===== src/rtl/sr_bank_arbiter.sv =====
// Round-robin arbiter sequencing A/B set/clear masks onto a shared SR flop bank.
// Latency: s/r drive starts the clock after the handshake; HOLD_CYC drive clocks and then 1 release clock.
// Backpressure: one ready at most, only in IDLE; optional SR_CLR_PRIORITY_EN makes conflict bits clear.
module sr_bank_arbiter #(
  parameter int WIDTH    = 8,
  parameter int HOLD_CYC = 1
) (
  input  logic             clk,
  input  logic             rst_n,
  input  logic             a_valid,
  output logic             a_ready,
  input  logic [WIDTH-1:0] a_set,
  input  logic [WIDTH-1:0] a_clr,
  input  logic             b_valid,
  output logic             b_ready,
  input  logic [WIDTH-1:0] b_set,
  input  logic [WIDTH-1:0] b_clr,
  output logic [WIDTH-1:0] s,
  output logic [WIDTH-1:0] r,
  output logic             busy,
  output logic             grant_b,
  output logic             err_conflict
);

  typedef enum logic [1:0] {
    IDLE    = 2'd0,
    DRIVE   = 2'd1,
    RELEASE = 2'd2
  } state_t;

  localparam logic [3:0] HOLD_LAST = 4'(HOLD_CYC - 1);

  state_t           state;
  logic [3:0]       hold_cnt;
  logic             rr_b;
  logic             idle;
  logic             accept;
  logic             sel_b;
  logic [WIDTH-1:0] sel_set;
  logic [WIDTH-1:0] sel_clr;
  logic [WIDTH-1:0] next_s;
  logic [WIDTH-1:0] next_r;

  // rr_b breaks the tie only when both requesters are valid together
  assign idle    = (state == IDLE);
  assign a_ready = idle & a_valid & (~b_valid | ~rr_b);
  assign b_ready = idle & b_valid & (~a_valid | rr_b);
  assign accept  = a_ready | b_ready;
  assign sel_b   = b_ready;
  assign sel_set = sel_b ? b_set : a_set;
  assign sel_clr = sel_b ? b_clr : a_clr;

`ifdef SR_CLR_PRIORITY_EN
  assign next_s = sel_set & ~sel_clr;
  assign next_r = sel_clr;
`else
  assign next_s = sel_set & ~sel_clr;
  assign next_r = sel_clr & ~sel_set;
`endif

  assign busy = ~idle;

  always_ff @(posedge clk or negedge rst_n) begin
    if (!rst_n) begin
      state        <= IDLE;
      hold_cnt     <= '0;
      rr_b         <= 1'b0;
      s            <= '0;
      r            <= '0;
      grant_b      <= 1'b0;
      err_conflict <= 1'b0;
    end else begin
      case (state)
        IDLE: begin
          if (accept) begin
            state    <= DRIVE;
            s        <= next_s;
            r        <= next_r;
            grant_b  <= sel_b;
            rr_b     <= ~sel_b;
            hold_cnt <= HOLD_LAST;
            if (|(sel_set & sel_clr)) err_conflict <= 1'b1;
          end
        end
        DRIVE: begin
          if (hold_cnt == 4'd0) begin
            state <= RELEASE;
            s     <= '0;
            r     <= '0;
          end else begin
            hold_cnt <= hold_cnt - 4'd1;
          end
        end
        RELEASE: state <= IDLE;
        default: begin
          state <= IDLE;
          s     <= '0;
          r     <= '0;
        end
      endcase
    end
  end

endmodule


===== config.mk =====
export PLATFORM = sky130hd
export DESIGN_NAME = sr_bank_arbiter
export DESIGN_NICKNAME = d
export VERILOG_FILES = /design/src/rtl/sr_bank_arbiter.sv
export SDC_FILE = /design/constraint.sdc
export NUM_CORES = 1
export LEC_CHECK = 0
export CELL_PAD_IN_SITES_DETAIL_PLACEMENT = 1
export CELL_PAD_IN_SITES_GLOBAL_PLACEMENT = 2
export CORE_UTILIZATION = 30
export CTS_CLUSTER_SIZE = 28
export DETAILED_ROUTE_END_ITERATION = 8
export DONT_BUFFER_PORTS = 1
export PLACE_DENSITY_LB_ADDON = 0.12
export SYNTH_ARGS = -nofsm -noshare
export SYNTH_HDL_FRONTEND = slang
export SYNTH_SLANG_ARGS = --single-unit

===== constraint.sdc =====
create_clock -name clk -period 2 [get_ports clk]
set_input_delay 0.4 -clock clk [delete_from_list [all_inputs] [get_ports clk]]
set_output_delay 0.4 -clock clk [all_outputs]
set_load 0.02 [all_outputs]

### Yosys cells after proc, flatten, opt, wreduce, memory -nomap -nowiden

Index checks and enable logic that the tools add are counted.

| cells by class | value |
|---|---|
| multiplexer cells | 13 |
| $add $sub $neg | 1 |
| equal/unequal tests | 5 |
| reductions and logical operators | 9 |
| bitwise gates (word level) | 18 |

Operators by type and width:

| kind | number |
|---|---|
| 8-bit case mux with 3 select lines | 2 |
| 8-bit two-way mux | 5 |
| 8-bit AND | 3 |
| 8-bit inverter | 2 |
| 3-bit AND reduction | 3 |
| 4-bit two-way mux | 2 |
| 4-bit case mux with 2 select lines | 1 |
| 8-bit OR reduction | 1 |
| 1-bit inverter | 6 |
| 1-bit AND | 4 |
| 4-bit zero test | 1 |
| 2-bit two-way mux | 2 |
| 2-bit != test, second input constant | 2 |
| 2-bit case mux with 2 select lines | 1 |
| 2-bit AND reduction | 2 |
| 4-bit by 1-bit subtractor with 4-bit output, second input constant | 1 |
| 1-bit bitwise OR | 3 |
| 2-bit by 1-bit equality test with 1-bit output, second input constant | 1 |
| 2-bit equality test, second input constant | 1 |
| 2-bit zero test | 1 |
| 2-bit by 1-bit != test with 1-bit output, second input constant | 1 |
| 2-bit nonzero test | 1 |

| word-level totals | value |
|---|---|
| output and inout bits | 21 |
| bits of input ports | 36 |
| flip-flop bits (word level) | 25 |
| logic and storage cells | 53 |

### Longest topological paths before layout

Gate-level depths: netlist (run 1).

| depth | value |
|---|---|
| depth in word-level cells | 8 |
| gate-level depth with buffers | 7 |
| depth with buffers taken out | 6 |

### Least setup slack after synthesis (run 1)

OpenSTA, ideal clock, no wires.

| timing | value |
|---|---|
| kind | register to register |
| from | reg hold_cnt[0] |
| to | reg r[0] |
| stages on the path, launching flop included | 8 |
| path buffers | 1 |
| arrival time | 1,560 ps |
| required time | 1,879 ps |
| clock period less this slack | 1,681 ps |
| setup time | 121 ps |
| slack | 319 ps |
| cell sequence | dfrtp_1 inv_1 ha_1 or3b_4 nand3b_4 o21ai_4 buf_6 a22o_1 |

| on the way | value |
|---|---|
| word-level cells in the longest chain between the ends | 3 |

RTL lines:

| what | line | RTL |
|---|---|---|
| start, declared | 34 | `logic [3:0] hold_cnt;` |
| start signal, assigned | 91 | `hold_cnt <= hold_cnt - 4'd1;` |
| 4-bit zero test | 86 | `if (hold_cnt == 4'd0) begin` |
| 2-bit != test (no line) | n/a |  |
| 3-bit AND reduction (no line) | n/a |  |
| end signal, assigned | 78 | `r <= next_r;` |
| end, declared | 19 | `output logic [WIDTH-1:0] r,` |

No other way between the ends.
A chain may end at the register's enable or synchronous reset.

### Final worst setup path (run 1)

| timing | value |
|---|---|
| from | reg state[0] |
| to | out a_ready |

| on the way | value |
|---|---|
| word-level cells in the longest chain between the ends | 3 |

RTL lines:

| what | line | RTL |
|---|---|---|
| start, declared | 33 | `state_t state;` |
| start signal, assigned | 65 | `state <= IDLE;` |
| start signal, assigned | 76 | `state <= DRIVE;` |
| start signal, assigned | 87 | `state <= RELEASE;` |
| 2-bit zero test | 45 | `assign idle = (state == IDLE);` |
| 1-bit AND (2 in a row) | 46 | `assign a_ready = idle & a_valid & (~b_valid \| ~rr_b);` |
| end, declared | 11 | `output logic a_ready,` |

No other way between the ends.

==> results of run 1 <==
worst max-delay path: stages (launching register included):
cell and delay [ns]:
dfrtp_1 0.48, nor2_2 0.25, o21a_2 0.26, and2_4 0.21
state kept, by name, summed over array words and instances (netlist names):
signal        flops
rr_b              1
err_conflict      1
hold_cnt          4
r                 8
s                 8
state             2
grant_b           1
layer usage:
metal	global-route usage [%]	up-vias	routed length, um
met2	22.22	43	1534
met1	19.05	497	1549
li1	-	499	-
met3	4.861	2	361
met4	3.922	0	23
met5	0	-	0
final cells by class:
cell class / count / area [sq um] / area share [%]
Timing Repair Buffer: 7 / 67.56 / 4.160
Tap cell: 67 / 83.83 / 5.162
Multi-Input combinational cell: 99 / 783.3 / 48.23
Sequential cell: 25 / 625.6 / 38.52
Inverter: 5 / 18.77 / 1.156
Clock buffer: 4 / 45.04 / 2.773
cells by family after synthesis:
kind of cell,share of synthesized area (%)
adders and majority gates,0.8480
muxes,12.21
AOI/OAI and AO/OA,18.83
buffers and inverters,4.919
DFF,42.41
and+or+nand+nor,20.19
xor gates and xnor gates,0.5938
per-stage QoR:
step	cell area (sq um)	utilization [%]	setup WS (ns)	total power, mW
2_1_floorplan	1475	-	0.3188	1.572
3_3_place_gp	1543	32.66	0.2987	1.699
3_5_place_dp	1543	32.66	0.2376	1.716
4_1_cts	1618	34.25	0.04201	2.038
5_1_grt	1624	34.38	0.03557	2.140
6_report	1624	34.38	0.1270	2.008
cells in the mapped netlist, drive strengths merged:
| cell | n | area, sq um |
|---|---|---|
| nand2b | 34 | 212.7 |
| dfrtp | 25 | 625.6 |
| mux2i | 18 | 180.2 |
| a22o | 16 | 140.1 |
| a22oi | 8 | 60.06 |
| buf | 5 | 53.79 |
| inv | 5 | 18.77 |
| o21ai | 3 | 26.28 |
| nand3 | 2 | 10.01 |
| nand4 | 2 | 12.51 |
| a21o | 1 | 7.510 |
| a21oi | 1 | 5.000 |
| a221o | 1 | 10.01 |
| a31oi | 1 | 6.260 |
| and2 | 1 | 8.760 |
| ha | 1 | 12.51 |
| nand2 | 1 | 3.750 |
| nand3b | 1 | 20.02 |
| nor2 | 1 | 6.260 |
| nor3 | 1 | 5.000 |
| nor3b | 1 | 7.510 |
| o21a | 1 | 7.510 |
| o22ai | 1 | 6.260 |
| o2bb2ai | 1 | 8.760 |
| or3b | 1 | 11.26 |
| xnor2 | 1 | 8.760 |
worst max path at each step:
stage                                 start          endpoint  cells past startpoint
floorplan           hold_cnt[0]$_DFFE_PN0P_  r[0]$_DFFE_PN0P_                      7
global placement    hold_cnt[0]$_DFFE_PN0P_  r[6]$_DFFE_PN0P_                      6
detailed placement  hold_cnt[0]$_DFFE_PN0P_  r[4]$_DFFE_PN0P_                      6
CTS                    state[0]$_DFFE_PN0P_           b_ready                      3
global route           state[0]$_DFFE_PN0P_           a_ready                      3
finish                 state[0]$_DFFE_PN0P_           a_ready                      3
report_power, final:
part	internal, mW	leakage, nW	total (mW)	switching (mW)
Sequential	0.677	0.327	1.02	0.347
Clock	0.142	0.0228	0.295	0.153
Combinational	0.315	0.448	0.689	0.374
what timing repair did:
item / 4_1_cts / 5_1_grt
setup endpoints to repair: 0 / 2
endpoints found under the hold margin: 25 / 0
hold buffers: 2 / 0
resized for setup: 0 / 3
==> metrics.md, run 1 <==
| Metric | Value |
|---|---|
| Run status | `finished, final reports clean` |
| Final Max Tran Viols | `0` |
| Worst-margin pin slew | `approximately 0.47 ns` |
| Clock buffer depth | `2` |
| Hold_sp | `b_valid` |
| Die W | `about 72 um` |
| Share of cells above drive strength 1 | `12.14%` |
| Synthesized flop and latch total | `25` |
| Sequential area share after synthesis | `42.41%` |
| Commonest non-fill, non-tap cell in the layout | `nand2b_1` |
| Port bufs | `0` |
| Final worst path period share | `93.65%` |
| Total negative setup slack | `0 ns` |
| Vias | `between 1000 and 1500` |
| Hold endpoint | `rr_b$_DFFE_PN0P_` |
| Synth cell types | `29` |
| TritonCTS Buffers | `3` |
| HP Class | `in -> reg` |
| Most frequent cells in the layout | `nand2b_1 (34), dfrtp_1 (25), mux2i_1 (18)` |
| Pre-antenna DRT Iters | `4` |
| WHS Path Cells | `1` |
| Final hold vios | `0` |
| R2R setup slack | `0.24 ns` |
| Final hold slack | `0.2333 ns` |
| Iteration-0 DRC count of the detailed router | `40` |
| Critical path type | `reg -> out` |
| # fillers | `about 530` |
| Initial Utilization | `31.23%` |
| R2R Path Start | `hold_cnt[0]$_DFFE_PN0P_` |
| CTS H-tree depth | `1` |
| DP HPWL | `between 2 and 3 mm` |
| FP Rows | `25` |
| Worst reg2reg path depth | `6` |
| # IOs | `57` |
| Mapped Area | `1475 sq um` |
| Largest net degree at the start of global routing | `26` |
| Crit Path Max Fanout | `6` |
| Clk_lat worst skew | `0.26 ns` |
| Grt total ovfl | `0` |
| All-Layer GR Usage | `14.32%` |
| FF-to-FF End | `r[2]$_DFFE_PN0P_` |
| Final min period | `around 1.9 ns` |
| DRC | `0` |
| Slew Limit Headroom | `68.66%` |
| CP Capture Type | `output pin` |
| Post-Syn Instances | `134` |
| Worst vdd ir | `0.4102 mV` |
| Pwr dens | `1236 nW/um^2` |
| TritonCTS clock tree | `done` |
| Die area | `5201 sq um` |
| Vias in the first global route | `1175` |
| Initial antenna violation count | `0` |
| Nets | `178` |
| Inst Count DP | `201` |
| Number of max-cap violations | `0` |
| RSZ-0062 raised after global routing | `no` |
| Final WL | `3.469 mm` |
| Area delta synth->final | `10.09%` |
| Finished Layout Cells | `between 200 and 250` |
| CP required | `approximately 1.6 ns` |
| Cell leakage power | `0.7977 nW` |
| Synthesis warning total | `0` |
| WL/cell | `16.76 um` |
| Antenna Nets Post-Route | `0` |
| Clk sinks | `25` |
| Via density | `5.029` |
| Post-synthesis area per instance | `11.01 sq um` |
| First-pass GRT wire length | `5.706 mm` |
| Startpoint Class | `flip-flop` |
| Core Area | `4723 sq um` |
| Highest Clock Rate | `533.9 MHz` |
| Worst-path clk slew | `0.09 ns` |
| Gp weighted congestion | `0.7135` |
| Root Buffer | `clkbuf_8` |
| Setup bufs post-CTS | `0` |
| Clock skew | `0.002519 ns` |
| Die height | `72.12 um` |
| Setup Viol. Count Final | `0` |
| Mapped Nets | `171` |
| Ant diodes | `0` |
| Critical path data arrival time | `1.47 ns` |
(Power assumes the default switching activity.)
==> run 2, diff against run 1 <==
--- a/config.mk
+++ b/config.mk
@@ -11,7 +11,7 @@
 export CTS_CLUSTER_SIZE = 28
 export DETAILED_ROUTE_END_ITERATION = 8
 export DONT_BUFFER_PORTS = 1
-export PLACE_DENSITY_LB_ADDON = 0.12
+export PLACE_DENSITY = 0.62
 export SYNTH_ARGS = -nofsm -noshare
 export SYNTH_HDL_FRONTEND = slang
 export SYNTH_SLANG_ARGS = --single-unit
==> run 2 against run 1 <==
  * Final cell count shrank 0.48%
  * Wire length grew 1.2%
  * Die area is the same
  * Non-clock buffer count shrank 1
  * Global-route usage is essentially flat
  * Power shrank 0.24%
  * Critical path type unchanged
  * Largest power group unchanged
==> metrics.md, run 2 (synthesis results as in run 1) <==
| Metric | Value |
|---|---|
| Final worst setup slack | `0.1318 ns` |
| Worst-path clk slew | `0.08 ns` |
| Setup bufs post-CTS | `0` |
| HP Class | `in -> reg` |
| CP required | `1.60 ns` |
| FF-to-FF End | `s[0]$_DFFE_PN0P_` |
| Crit Path Max Fanout | `6` |
| Final worst path period share | `93.41%` |
| Slew Limit Headroom | `68.47%` |
| Iteration-0 DRC count of the detailed router | `59` |
| Number of max-cap violations | `0` |
| Crit-path max cell delay | `~0.47 ns` |
| Grt total ovfl | `0` |
| Antenna Nets Post-Route | `0` |
| Ant diodes | `0` |
| Clk_lat worst skew | `0.26 ns` |
| Hold endpoint | `rr_b$_DFFE_PN0P_` |
| # IOs | `between 50 and 60` |
| Finished Layout Cells | `between 200 and 250` |
| R2R setup slack | `0.23 ns` |
| All-Layer GR Usage | `14.34%` |
| CTS H-tree depth | `1` |
| Pwr dens | `1239 nW/um^2` |
| First-pass GRT wire length | `5.540 mm` |
| Worst Path Buf+Inv | `0` |
| Critical path data arrival time | `1.47 ns` |
| Worst-margin pin slew | `0.4712 ns` |
| Dpl ws | `between 0.2 and 0.25 ns` |
| Cell leakage power | `a little under 0.8 nW` |
| Gp weighted congestion | `0.6761` |
| Clock buffer depth | `2` |
| Setup Viol. Count Final | `0` |
| Largest net degree at the start of global routing | `26` |
| Crit path max-delay family | `flip-flops` |
| Highest Clock Rate | `535.3 MHz` |
| TritonCTS Buffers | `3` |
| Inst Count DP | `200` |
| Critical path, cell by cell | `nor2_2, o21a_2, and2_4` |
| CP max-delay cell | `dfrtp_1` |
| Commonest non-fill, non-tap cell in the layout | `nand2b_1` |
| Final hold slack | `0.2403 ns` |
| Clock skew | `about 0.00095 ns` |
| Final WL | `3.510 mm` |
| RSZ-0062 raised after global routing | `no` |
| TritonCTS clock tree | `done` |
| Share of cells above drive strength 1 | `11.51%` |
| Hold_sp | `b_valid` |
| Startpoint Class | `flip-flop` |
| CP Capture Type | `output pin` |
| Critical path type | `reg -> out` |
| Area delta synth->final | `9.584%` |
| Area post-placement | `between 1500 and 2000 sq um` |
| R2R Path Start | `hold_cnt[0]$_DFFE_PN0P_` |
| Initial Utilization | `about 31%` |
| Most frequent cells in the layout | `nand2b_1 (34), dfrtp_1 (25), mux2i_1 (18)` |
| Die W | `72.12 um` |
| Root Buffer | `clkbuf_8` |
| DRC | `0` |
| Design Area, Final | `1617 sq um` |
| Final hold vios | `0` |
| Run status | `finished, final reports clean` |
| Core Area | `4723 sq um` |
| Clk sinks | `25` |
| WHS Path Cells | `1` |
| Final min period | `1.868 ns` |
| Vias | `1032` |
| WL/cell | `17.04 um` |
| Via density | `5.010` |
| Nets | `177` |
| Vias in the first global route | `1113` |
| Total negative setup slack | `0 ns` |
| Final Max Tran Viols | `0` |
| DP HPWL | `2.870 mm` |
| Die area | `5201 sq um` |
| Initial antenna violation count | `0` |
| Worst vdd ir | `0.3765 mV` |
| FP Rows | `25` |
| Largest regs | `r: 8 flops, s: 8 flops, hold_cnt: 4 flops` |
| Die height | `72.12 um` |
| Worst reg2reg path depth | `6` |
| Port bufs | `0` |
| Pre-antenna DRT Iters | `4` |
[run 2: final cells by class]
class	count	area, sq um
fill	536	3107
clock buffer	4	45.04
tap	67	83.83
inverter	5	18.77
timing repair buffer	6	60.06
sequential	25	625.6
multi-input combinational	99	783.3
[run 2: worst max path at each step]
stage	endpoint	startpoint	slack, ns	cells past startpoint
after floorplan	r[0]$_DFFE_PN0P_	hold_cnt[0]$_DFFE_PN0P_	0.32	7
after global placement	r[2]$_DFFE_PN0P_	hold_cnt[0]$_DFFE_PN0P_	0.30	6
after detailed placement	s[0]$_DFFE_PN0P_	hold_cnt[0]$_DFFE_PN0P_	0.24	6
after CTS	b_ready	state[0]$_DFFE_PN0P_	0.04	3
after global routing	a_ready	state[0]$_DFFE_PN0P_	0.03	3
final	a_ready	state[0]$_DFFE_PN0P_	0.13	3
[run 2: timing repair]
item                       4_1_cts  5_1_grt
hold endpoints to repair        25        0
setup endpoints to repair        0        2
hold buffers                     2        0
resized for setup                0        3
[run 2: metrics by stage]
step / util [%] / total power [mW]
2_1_floorplan: - / 1.572
3_3_place_gp: 32.50 / 1.684
3_5_place_dp: 32.50 / 1.712
4_1_cts: 34.09 / 2.022
5_1_grt: 34.23 / 2.131
6_report: 34.23 / 2.003
[run 2: worst reg2reg max path: stages (launching register included)]
cell,delay [ns]
dfrtp_1,0.42
inv_1,0.07
ha_1,0.18
or3b_4,0.41
nand3b_4,0.15
o21ai_4,0.16
a22o_1,0.28
[run 2: power breakdown]
group	switching, mW	leakage [nW]	internal (mW)
Combinational	0.376	0.443	0.308
Sequential	0.343	0.327	0.677
Clock	0.156	0.0228	0.142
Total	0.875	0.793	1.13
[run 2: routing by layer]
metal	part of all wire (%)	up-vias	track usage, %
met5	0	-	0
met4	1.3	0	5.229
met3	10	4	5.417
met2	45	43	21.91
met1	44	489	18.49
li1	-	496	-
==> run 3, diff against run 2 <==
--- a/config.mk
+++ b/config.mk
@@ -12,6 +12,7 @@
 export DETAILED_ROUTE_END_ITERATION = 8
 export DONT_BUFFER_PORTS = 1
 export PLACE_DENSITY = 0.62
+export SLEW_MARGIN = 20
 export SYNTH_ARGS = -nofsm -noshare
 export SYNTH_HDL_FRONTEND = slang
 export SYNTH_SLANG_ARGS = --single-unit
==> results of run 3 <==
No change in the layout: final DEF, timing and power equal those of run 2.
